==> src/rtl/contador_programavel.sv <==
// contador_programavel: programmable up/down counter with a limit that can be
// changed at run time, continuous (auto-reload) or one-shot operation, a count
// enable, a synchronous restart and a registered terminal flag (fim).
// This is the timing base for traffic-light phases and pattern-detector timeouts.
//
// Optional build feature: define CONTADOR_PRESCALER_EN to divide the count
// enable by PRESCALE. In that build the counter advances only on every
// PRESCALE-th cycle in which habilita is high. Without the macro, every cycle
// with habilita high advances the counter and PRESCALE has no effect.
//
// Controller state decodes directly onto the outputs:
//   IDLE     -> ativo=0, concluido=0
//   CONTANDO -> ativo=1
//   PARADO   -> concluido=1
//
// Handshake: none. The inputs are level controls sampled at each rising edge.
// Any edge where tick is high advances the counter. reiniciar takes priority
// over tick.
module contador_programavel #(
    parameter int WIDTH    = 5,
    parameter int PRESCALE = 4
) (
    input  logic             clk,
    input  logic             reset,
    input  logic             habilita,
    input  logic             reiniciar,
    input  logic             direcao,
    input  logic             modo_unico,
    input  logic [WIDTH-1:0] valor_maximo,
    output logic [WIDTH-1:0] contagem,
    output logic             fim,
    output logic             ativo,
    output logic             concluido
);

    typedef enum logic [1:0] {
        IDLE     = 2'd0,
        CONTANDO = 2'd1,
        PARADO   = 2'd2
    } estado_t;

    // Registered state
    estado_t          r_estado;
    logic [WIDTH-1:0] r_contagem;
    logic             r_fim;
    logic [WIDTH-1:0] r_limite;
    logic             r_dir;
    logic             r_unico;

    // Next-state values
    estado_t          w_estado_prox;
    logic [WIDTH-1:0] w_contagem_prox;
    logic             w_fim_prox;
    logic [WIDTH-1:0] w_limite_prox;
    logic             w_dir_prox;
    logic             w_unico_prox;
    logic             w_carregar;

    // Decoded helpers
    logic             w_tick;
    logic [WIDTH-1:0] w_terminal;
    logic             w_no_terminal;

`ifdef CONTADOR_PRESCALER_EN
    // The divider is at least 1 bit wide, so PRESCALE=1 still elaborates.
    // With PRESCALE=1 the divider stays at 0 and every enabled cycle is a tick.
    localparam int             PW      = (PRESCALE > 1) ? $clog2(PRESCALE) : 1;
    localparam logic [PW-1:0]  DIV_MAX = PW'(PRESCALE - 1);

    logic [PW-1:0] r_div;

    // The divider counts only on enabled cycles and wraps at PRESCALE-1.
    // reiniciar clears it, so a restarted period begins a fresh division.
    always_ff @(posedge clk or posedge reset) begin
        if (reset) begin
            r_div <= '0;
        end else if (reiniciar) begin
            r_div <= '0;
        end else if (habilita) begin
            if (r_div == DIV_MAX) begin
                r_div <= '0;
            end else begin
                r_div <= r_div + PW'(1);
            end
        end
    end

    assign w_tick = habilita & (r_div == DIV_MAX);
`else
    // Undivided enable. A non-positive ratio is illegal in any build, and here
    // it simply stops the counter from advancing.
    assign w_tick = habilita & (PRESCALE >= 1);
`endif

    // The terminal value for the current period comes from the latched direction.
    assign w_terminal    = r_dir ? '0 : r_limite;
    assign w_no_terminal = (r_contagem == w_terminal);

    // Next-state and datapath logic. Everything holds unless there is a tick or
    // a restart.
    always_comb begin
        w_estado_prox   = r_estado;
        w_contagem_prox = r_contagem;
        w_fim_prox      = r_fim;
        w_limite_prox   = r_limite;
        w_dir_prox      = r_dir;
        w_unico_prox    = r_unico;
        w_carregar      = 1'b0;

        if (reiniciar) begin
            w_estado_prox   = IDLE;
            w_contagem_prox = '0;
            w_fim_prox      = 1'b0;
            w_limite_prox   = '0;
            w_dir_prox      = 1'b0;
            w_unico_prox    = 1'b0;
        end else if (w_tick) begin
            case (r_estado)
                IDLE: begin
                    w_carregar    = 1'b1;
                    w_estado_prox = CONTANDO;
                end
                CONTANDO: begin
                    if (!w_no_terminal) begin
                        // Stepping stops at the terminal value, so the count never
                        // wraps past 0 or past the limit.
                        if (r_dir) begin
                            w_contagem_prox = r_contagem - WIDTH'(1);
                        end else begin
                            w_contagem_prox = r_contagem + WIDTH'(1);
                        end
                    end else if (!r_unico) begin
                        // Start a new period. Input changes made during the
                        // period take effect only here.
                        w_carregar = 1'b1;
                    end else begin
                        w_estado_prox = PARADO;
                    end
                end
                PARADO: begin
                    // Stays here until restart or reset; the count holds.
                end
                default: begin
                    w_estado_prox = IDLE;
                end
            endcase

            if (w_carregar) begin
                w_limite_prox   = valor_maximo;
                w_dir_prox      = direcao;
                w_unico_prox    = modo_unico;
                w_contagem_prox = direcao ? valor_maximo : '0;
            end

            // fim follows the next count, so it is high in the same cycle that
            // the terminal value appears on contagem.
            w_fim_prox = (w_estado_prox == CONTANDO) &&
                         (w_contagem_prox == (w_dir_prox ? '0 : w_limite_prox));
        end
    end

    // State and datapath registers, with asynchronous reset.
    always_ff @(posedge clk or posedge reset) begin
        if (reset) begin
            r_estado   <= IDLE;
            r_contagem <= '0;
            r_fim      <= 1'b0;
            r_limite   <= '0;
            r_dir      <= 1'b0;
            r_unico    <= 1'b0;
        end else begin
            r_estado   <= w_estado_prox;
            r_contagem <= w_contagem_prox;
            r_fim      <= w_fim_prox;
            r_limite   <= w_limite_prox;
            r_dir      <= w_dir_prox;
            r_unico    <= w_unico_prox;
        end
    end

    assign contagem  = r_contagem;
    assign fim       = r_fim;
    assign ativo     = (r_estado == CONTANDO);
    assign concluido = (r_estado == PARADO);

endmodule

==> config.mk <==
export PLATFORM = sky130hd
export DESIGN_NAME = contador_programavel
export DESIGN_NICKNAME = d
export VERILOG_FILES = /design/src/rtl/contador_programavel.sv
export SDC_FILE = /design/constraint.sdc
export NUM_CORES = 1
export LEC_CHECK = 0
export ABC_AREA = 1
export BUFFER_PORTS_ARGS = -buffer_cell sky130_fd_sc_hd__buf_4
export CAP_MARGIN = 20
export CELL_PAD_IN_SITES_DETAIL_PLACEMENT = 0
export CELL_PAD_IN_SITES_GLOBAL_PLACEMENT = 1
export CORE_AREA = 2 2 57 59
export DETAILED_ROUTE_END_ITERATION = 10
export DIE_AREA = 0 0 59 61
export PLACE_DENSITY = 0.93
export SLEW_MARGIN = 10
export SYNTH_ARGS = -nofsm -noshare
export SYNTH_HDL_FRONTEND = slang
export SYNTH_SLANG_ARGS = --single-unit
==> constraint.sdc <==
create_clock -name clk -period 5.6 [get_ports clk]
set_input_delay 0.84 -clock clk [delete_from_list [all_inputs] [get_ports clk]]
set_output_delay 0.84 -clock clk [all_outputs]
set_load 0.02 [all_outputs]
==> flow_summary.yaml, run 1 <==
status:
  outcome: "finished clean"
place:
  portBuffers: 18
  place_congestion: 0.837
  dp_hpwl_mm: 2.47
worst_setup_path:
  crit_type: "flip-flop to flip-flop"
  crit_path_start_kind: "flip-flop"
  r2r_end: "fim"
  worst_ep_arrival_time_ns: 2.35
  cp.required_ns: 5.78
  r2r_slack_ns: 3.43
  r2r-start: "r_dir"
  crit_path_end_kind: "flip-flop"
  worst-r2r-cell-count: 16
  critPathMaxFanout: 13
floorplan:
  io_pins: 19
  start_util_pct: 41.2
  die_width_um: 59
  die_y_um: 61
  core-area_mm2: 0.00295
  dieArea_mm2: 0.00360
  row_count: 20
synthesis:
  yosys.cell_types.count: 24
  async_reset_ff_share_pct: 100
  syn-instance-count: 189
  yosysSeqAreaShare_pct: 30.9
  synth_top_area_share_pct: 30.9
  synth_ff_type: "dfrtp_1"
  yosys-top-cells-count: "58 x nand2_1, 27 x nand3_1, 24 x inv_1"
  synth_area_per_cell_um2: 6.43
  ys_warn_count: 0
  synth_most_common_cell: "nand2_1"
  ys_seq_elements: 15
  synth_top_area_cell: "dfrtp_1"
  synth-edff-count: 0
  synthesis.nets: 204
  synth_area_leaders: "dfrtp_1 31%, nand2_1 18%, nand3_1 11%, inv_1 7.4%, nor2_1 5.6%"
  synth_area_mm2: 0.00122
global_route:
  gr-total-overflow: 0
  grt_usage_pct: 20.2
  grt_max_degree: 16
  grt_antenna_before_repair: 0
  first_global_vias: 1162
  grt_pass1_wl_mm: 5.42
pwr:
  p_leak_nw: 0.775
  finalPower_uw: 489
  power.density_mw_per_mm2: 349
  ir_drop_mv: 0.111
clocking:
  clk_pin_slew_ns: 0.09
  root_buffer: "clkbuf_4"
  cts_resized: 0
  cts_hold_buf: 0
  post-cts-setup-buffers: 0
  max-clock-path-buffers: 2
  htreeDepth: 1
  cts-buffers-inserted: 3
  clk_latency_ns: 0.28
  cts.sinks: 15
  cts_tree: "done"
sta:
  finalSetupViolCount: 0
  finalSetupTns_ns: 0
  fin_crit_sh_pct: 38.7
  slew_headroom_pct: 59.7
  period_needed_ns: 2.17
  drv_slew: 0
  worstMarginPinSlew_ns: 0.604
  final.setup_skew_ns: 0.00443
  fmax_mhz: 461
  rsz0062_at_grt: "false"
  finalHoldViolations: 0
worst_hold_path:
  min_path_cells: 2
  min_to: "fim"
  hold_path_class: "flip-flop to flip-flop"
  hold_start: "fim"
final_layout:
  layout.nets: 224
  drive_above_1_share_pct: 16.3
  num-fill-cells: 321
  antenna_cells: 0
  utilization_pct: 47.4
  syn2layout_area_growth_pct: 15.1
routing:
  firstDrtPassIters: 4
  drtIter0Drc: 114
  routed-via-count: 1245
  post_drt_wl_per_cell_um: 13.1
  ant_nets: 0
  routed_via_density: 5.17
  drt_wl_total_mm: 3.17
  drc: 0
flow_run:
  maxCapViolCount: 0
## stage by stage
| stage | cells | cell area [µm²] | worst slack [ns] | hold WS (ns) |
|---|---|---|---|---|
| 2_1_floorplan | 189 | 1220 | 3.74 | 0.497 |
| 3_3_place_gp | 237 | 1370 | 3.43 | 0.518 |
| 3_5_place_dp | 237 | 1370 | 3.42 | 0.522 |
| 4_1_cts | 241 | 1400 | 3.45 | 0.544 |
| 5_1_grt | 241 | 1400 | 3.19 | 0.547 |
| 6_report | 241 | 1400 | 3.43 | 0.544 |
## routing by layer
metal / global-route usage, % / part of all wire (%) / up-vias
met1: 29.5 / 49 / 559
met4: 6.17 / 0.85 / 0
met5: 0 / 0 / -
met2: 32.4 / 47 / 35
li1: - / - / 649
met3: 1.28 / 3.9 / 2
## worst max-delay path by stage
stage / start / cells past startpoint / endpoint / slack, ns
final: r_dir / 16 / fim / 3.43
after global routing: r_dir / 16 / fim / 3.19
after CTS: r_dir / 16 / fim / 3.45
after detailed placement: reiniciar / 9 / fim / 3.42
after global placement: reiniciar / 9 / fim / 3.43
after floorplan: contagem[0] / 13 / fim / 3.74
## placed cells by master, fill, tap and decap left out, drive strengths merged
cell    count
a211oi      1
a21oi       3
buf        18
clkbuf      4
dfrtp      15
fa          1
ha          3
inv        31
nand2      60
nand3      28
nand3b      1
nand4       1
nor2       20
nor3        2
o21ai       6
o21bai      1
o22ai      10
xnor2       3
## cells by family after synthesis
family,count (synthesis),synth area share (%)
DFF,15,30.9
AOI/OAI and AO/OA,21,10.1
and+or+nand+nor,112,41.0
xor gates and xnor gates,3,2.16
buffers and inverters,34,11.1
adders and majority gates,4,4.73
## layout make-up
class,instances,area (µm²),share of cell area [%]
sequential,15,375,26.8
multi-input combinational,140,706,50.4
inverter,31,116,8.31
timing repair buffer,18,135,9.65
tap,33,41.3,2.95
clock buffer,4,26.3,1.88
## worst max-delay path, cell delays in order, from the launching register on
cell	delay, ns
dfrtp_1	0.48
inv_2	0.17
nand2_1	0.07
nand2_1	0.06
nand2_1	0.06
nor2_2	0.18
nand4_4	0.21
nand2_4	0.20
nand2_1	0.08
nand2_2	0.16
inv_2	0.07
nand2_1	0.06
nand2_1	0.04
nand2_1	0.06
nor2_1	0.05
nand3_1	0.07
nand2_1	0.05
## flip-flops by register name, indices dropped and copies added (netlist names)
name      cells
r_limite      5
r_unico       1
r_dir         1
contagem      5
r_estado      2
fim           1
## power by group
group / total [mW] / switching [mW] / internal [mW]
combinational: 0.278 / 0.180 / 0.0975
clock: 0.0624 / 0.0348 / 0.0276
sequential: 0.148 / 0.0221 / 0.126
No activity file was read; power rests on OpenSTA's default activity.
==> inputs of run 2 (changes only) <==
--- a/config.mk
+++ b/config.mk
@@ -10,10 +10,10 @@
 export CAP_MARGIN = 20
 export CELL_PAD_IN_SITES_DETAIL_PLACEMENT = 0
 export CELL_PAD_IN_SITES_GLOBAL_PLACEMENT = 1
-export CORE_AREA = 2 2 57 59
+export CORE_AREA = 2 2 62 64
 export DETAILED_ROUTE_END_ITERATION = 10
-export DIE_AREA = 0 0 59 61
-export PLACE_DENSITY = 0.93
+export DIE_AREA = 0 0 64 66
+export PLACE_DENSITY = 0.84
 export SLEW_MARGIN = 10
 export SYNTH_ARGS = -nofsm -noshare
 export SYNTH_HDL_FRONTEND = slang
==> constraint.sdc (replaced) <==
create_clock -name clk -period 1.96 [get_ports clk]
set_input_delay 0.294 -clock clk [delete_from_list [all_inputs] [get_ports clk]]
set_output_delay 0.294 -clock clk [all_outputs]
set_load 0.02 [all_outputs]
==> run 2 against run 1 <==
  * Setup slack got worse by 3.4 ns
  * Register-to-register slack lost 3.4 ns
  * First-iteration DRC count shrank 21%
  * Critical path depth fell by 2
  * Clock skew shrank 0.00056 ns
  * Highest routed layer unchanged
  * Routed wire length rose by 12%
  * Combinational power grew to 4.1 times the previous value
  * Sequential power grew to 2.9 times the previous value
  * Non-clock buffer count rose by 26
  * Critical path type unchanged
  * Cell area increased by 24%
  * Clock power grew to 3.0 times the previous value
==> flow_summary.yaml, run 2 (synthesized netlist as in run 1, its figures left out) <==
final_layout:
  layout_commonest_cell: "nand2_1"
  regArea_um2: 378
  syn2layout_area_growth_pct: 42.9
  antenna_cells: 0
  drive_above_1_share_pct: 33.6
  num-fill-cells: 369
  layout.nets: 251
  layout_common_cells: "53 x nand2_1, 42 x buf_4, 24 x inv_1, 22 x nand3_1, 18 x nor2_1"
  multi_input_area_um2: 800
global_route:
  grt_antenna_before_repair: 0
  first_global_vias: 1306
  grt_usage_pct: 17.9
  gr-total-overflow: 0
  grt_max_degree: 16
  grt_pass1_wl_mm: 5.89
routing:
  post_drt_wl_per_cell_um: 12.5
  drc: 0
  met3_length_um: 124
  drtIter0Drc: 90
  wl_met1_mm: 1.70
  dr_wl_met2_mm: 1.68
  drt_wl_total_mm: 3.55
  top_layer: "met4"
  firstDrtPassIters: 5
  ant_nets: 0
  routed-via-count: 1366
  routed_via_density: 4.83
floorplan:
  die_width_um: 64
  dieArea_mm2: 0.00422
  start_util_pct: 34.2
  row_count: 22
  io_pins: 19
  core-area_mm2: 0.00355
  die_y_um: 66
sta:
  fin_crit_sh_pct: 99.1
  period_needed_ns: 1.94
  finalHoldViolations: 0
  fmax_mhz: 515
  worstMarginPinSlew_ns: 0.607
  finalSetupViolCount: 0
  finalSetupTns_ns: 0
  final.setup_skew_ns: 0.00387
  drv_slew: 0
  slew_headroom_pct: 59.5
  rsz0062_at_grt: "true"
pwr:
  p_leak_nw: 0.909
  pwr-share-clk_pct: 10.7
  power.switching_uw: 788
  power.density_mw_per_mm2: 1000
  swShare_pct: 45.2
  finalPower_mw: 1.74
  seqPwrFrac_pct: 24.3
  ir_drop_mv: 0.315
  power.share.combinational_pct: 65.1
  internal_power_uw: 955
clocking:
  root_buffer: "clkbuf_4"
  cts-buffers-inserted: 3
  cts.sinks: 15
  max-clock-path-buffers: 2
  clk_latency_ns: 0.29
  clk_pin_slew_ns: 0.10
  htreeDepth: 1
  cts_tree: "done"
place:
  portBuffers: 18
  dp_hpwl_mm: 2.76
  place_congestion: 0.883
worst_setup_path:
  crit_path_start_kind: "flip-flop"
  critPathMaxFanout: 6
  crit_path_end_kind: "flip-flop"
  crit_type: "flip-flop to flip-flop"
  worst_ep_arrival_time_ns: 2.18
  worst-r2r-cell-count: 14
  cp.required_ns: 2.20
  startpoint: "r_dir"
  r2r_end: "fim"
  r2r-start: "r_dir"
  r2r_slack_ns: 0.02
worst_hold_path:
  hold_path_class: "input port to async pin"
status:
  outcome: "finished clean"
flow_run:
  maxCapViolCount: 0
-- run 2: per-stage QoR --
step / util [%] / hold slack [ns] / setup WS, ns / instances / cell area (µm²)
5_1_grt: 48.9 / 0.0938 / -0.129 / 283 / 1740
4_1_cts: 46.3 / 0.0851 / 0.0163 / 282 / 1640
3_5_place_dp: 45.1 / 0.409 / 0.00944 / 278 / 1600
3_3_place_gp: 45.1 / 0.413 / 0.000150 / 278 / 1600
6_report: 48.9 / 0.0654 / 0.0176 / 283 / 1740
2_1_floorplan: - / 0.195 / 0.0959 / 189 / 1220
-- run 2: cell type report --
cell class / instances / share of cell area [%]
Multi-Input combinational cell: 140 / 46.0
Sequential cell: 15 / 21.7
Timing Repair Buffer: 44 / 19.9
Inverter: 31 / 6.84
Tap cell: 48 / 3.46
Clock buffer: 3 / 1.30
Timing Repair inverter: 1 / 0.432
Clock inverter: 1 / 0.288
-- run 2: power groups by stage --
stage	sequential, mW	clock (mW)	combinational [mW]
after floorplan	0.440	0	0.585
after global placement	0.420	0	1.03
after detailed placement	0.418	0	1.03
after CTS	0.414	0.190	1.05
after global routing	0.430	0.203	1.26
final	0.423	0.186	1.13
-- run 2: worst max path at each step --
stage | slack (ns) | cells after the start | end
floorplan | 0.1 | 13 | fim
global placement | 0.0002 | 14 | fim
detailed placement | 0.009 | 14 | fim
CTS | 0.02 | 14 | fim
global route | -0.13 | 14 | fim
finish | 0.02 | 14 | fim
-- run 2: per-layer routing --
layer  global-route usage, %  vias up
li1                        -      702
met3                    1.02        5
met1                    24.3      625
met5                       0        -
met4                    6.52        0
met2                    29.9       34
-- run 2: repair_timing --
item | CTS | global route
endpoints found under the setup margin | 1 | 7
hold buffers | 0 | 0
buffers inserted | 0 | 0
endpoints found under the hold margin | 0 | 0
cloned | 0 | 1
gates resized for setup | 2 | 20
pin swaps | 0 | 2
-- run 2: critical path: stages, from the launching register on --
cell and delay [ns]:
dfrtp_2 0.46, buf_6 0.16, fa_2 0.36, nand3_2 0.09
nand2_2 0.06, xnor2_2 0.13, nand3_1 0.09, nand3_1 0.10
nand2_1 0.08, inv_2 0.04, nand2_1 0.06, nand2_1 0.04
nor2_1 0.09, nand3_1 0.07, nand2_1 0.06
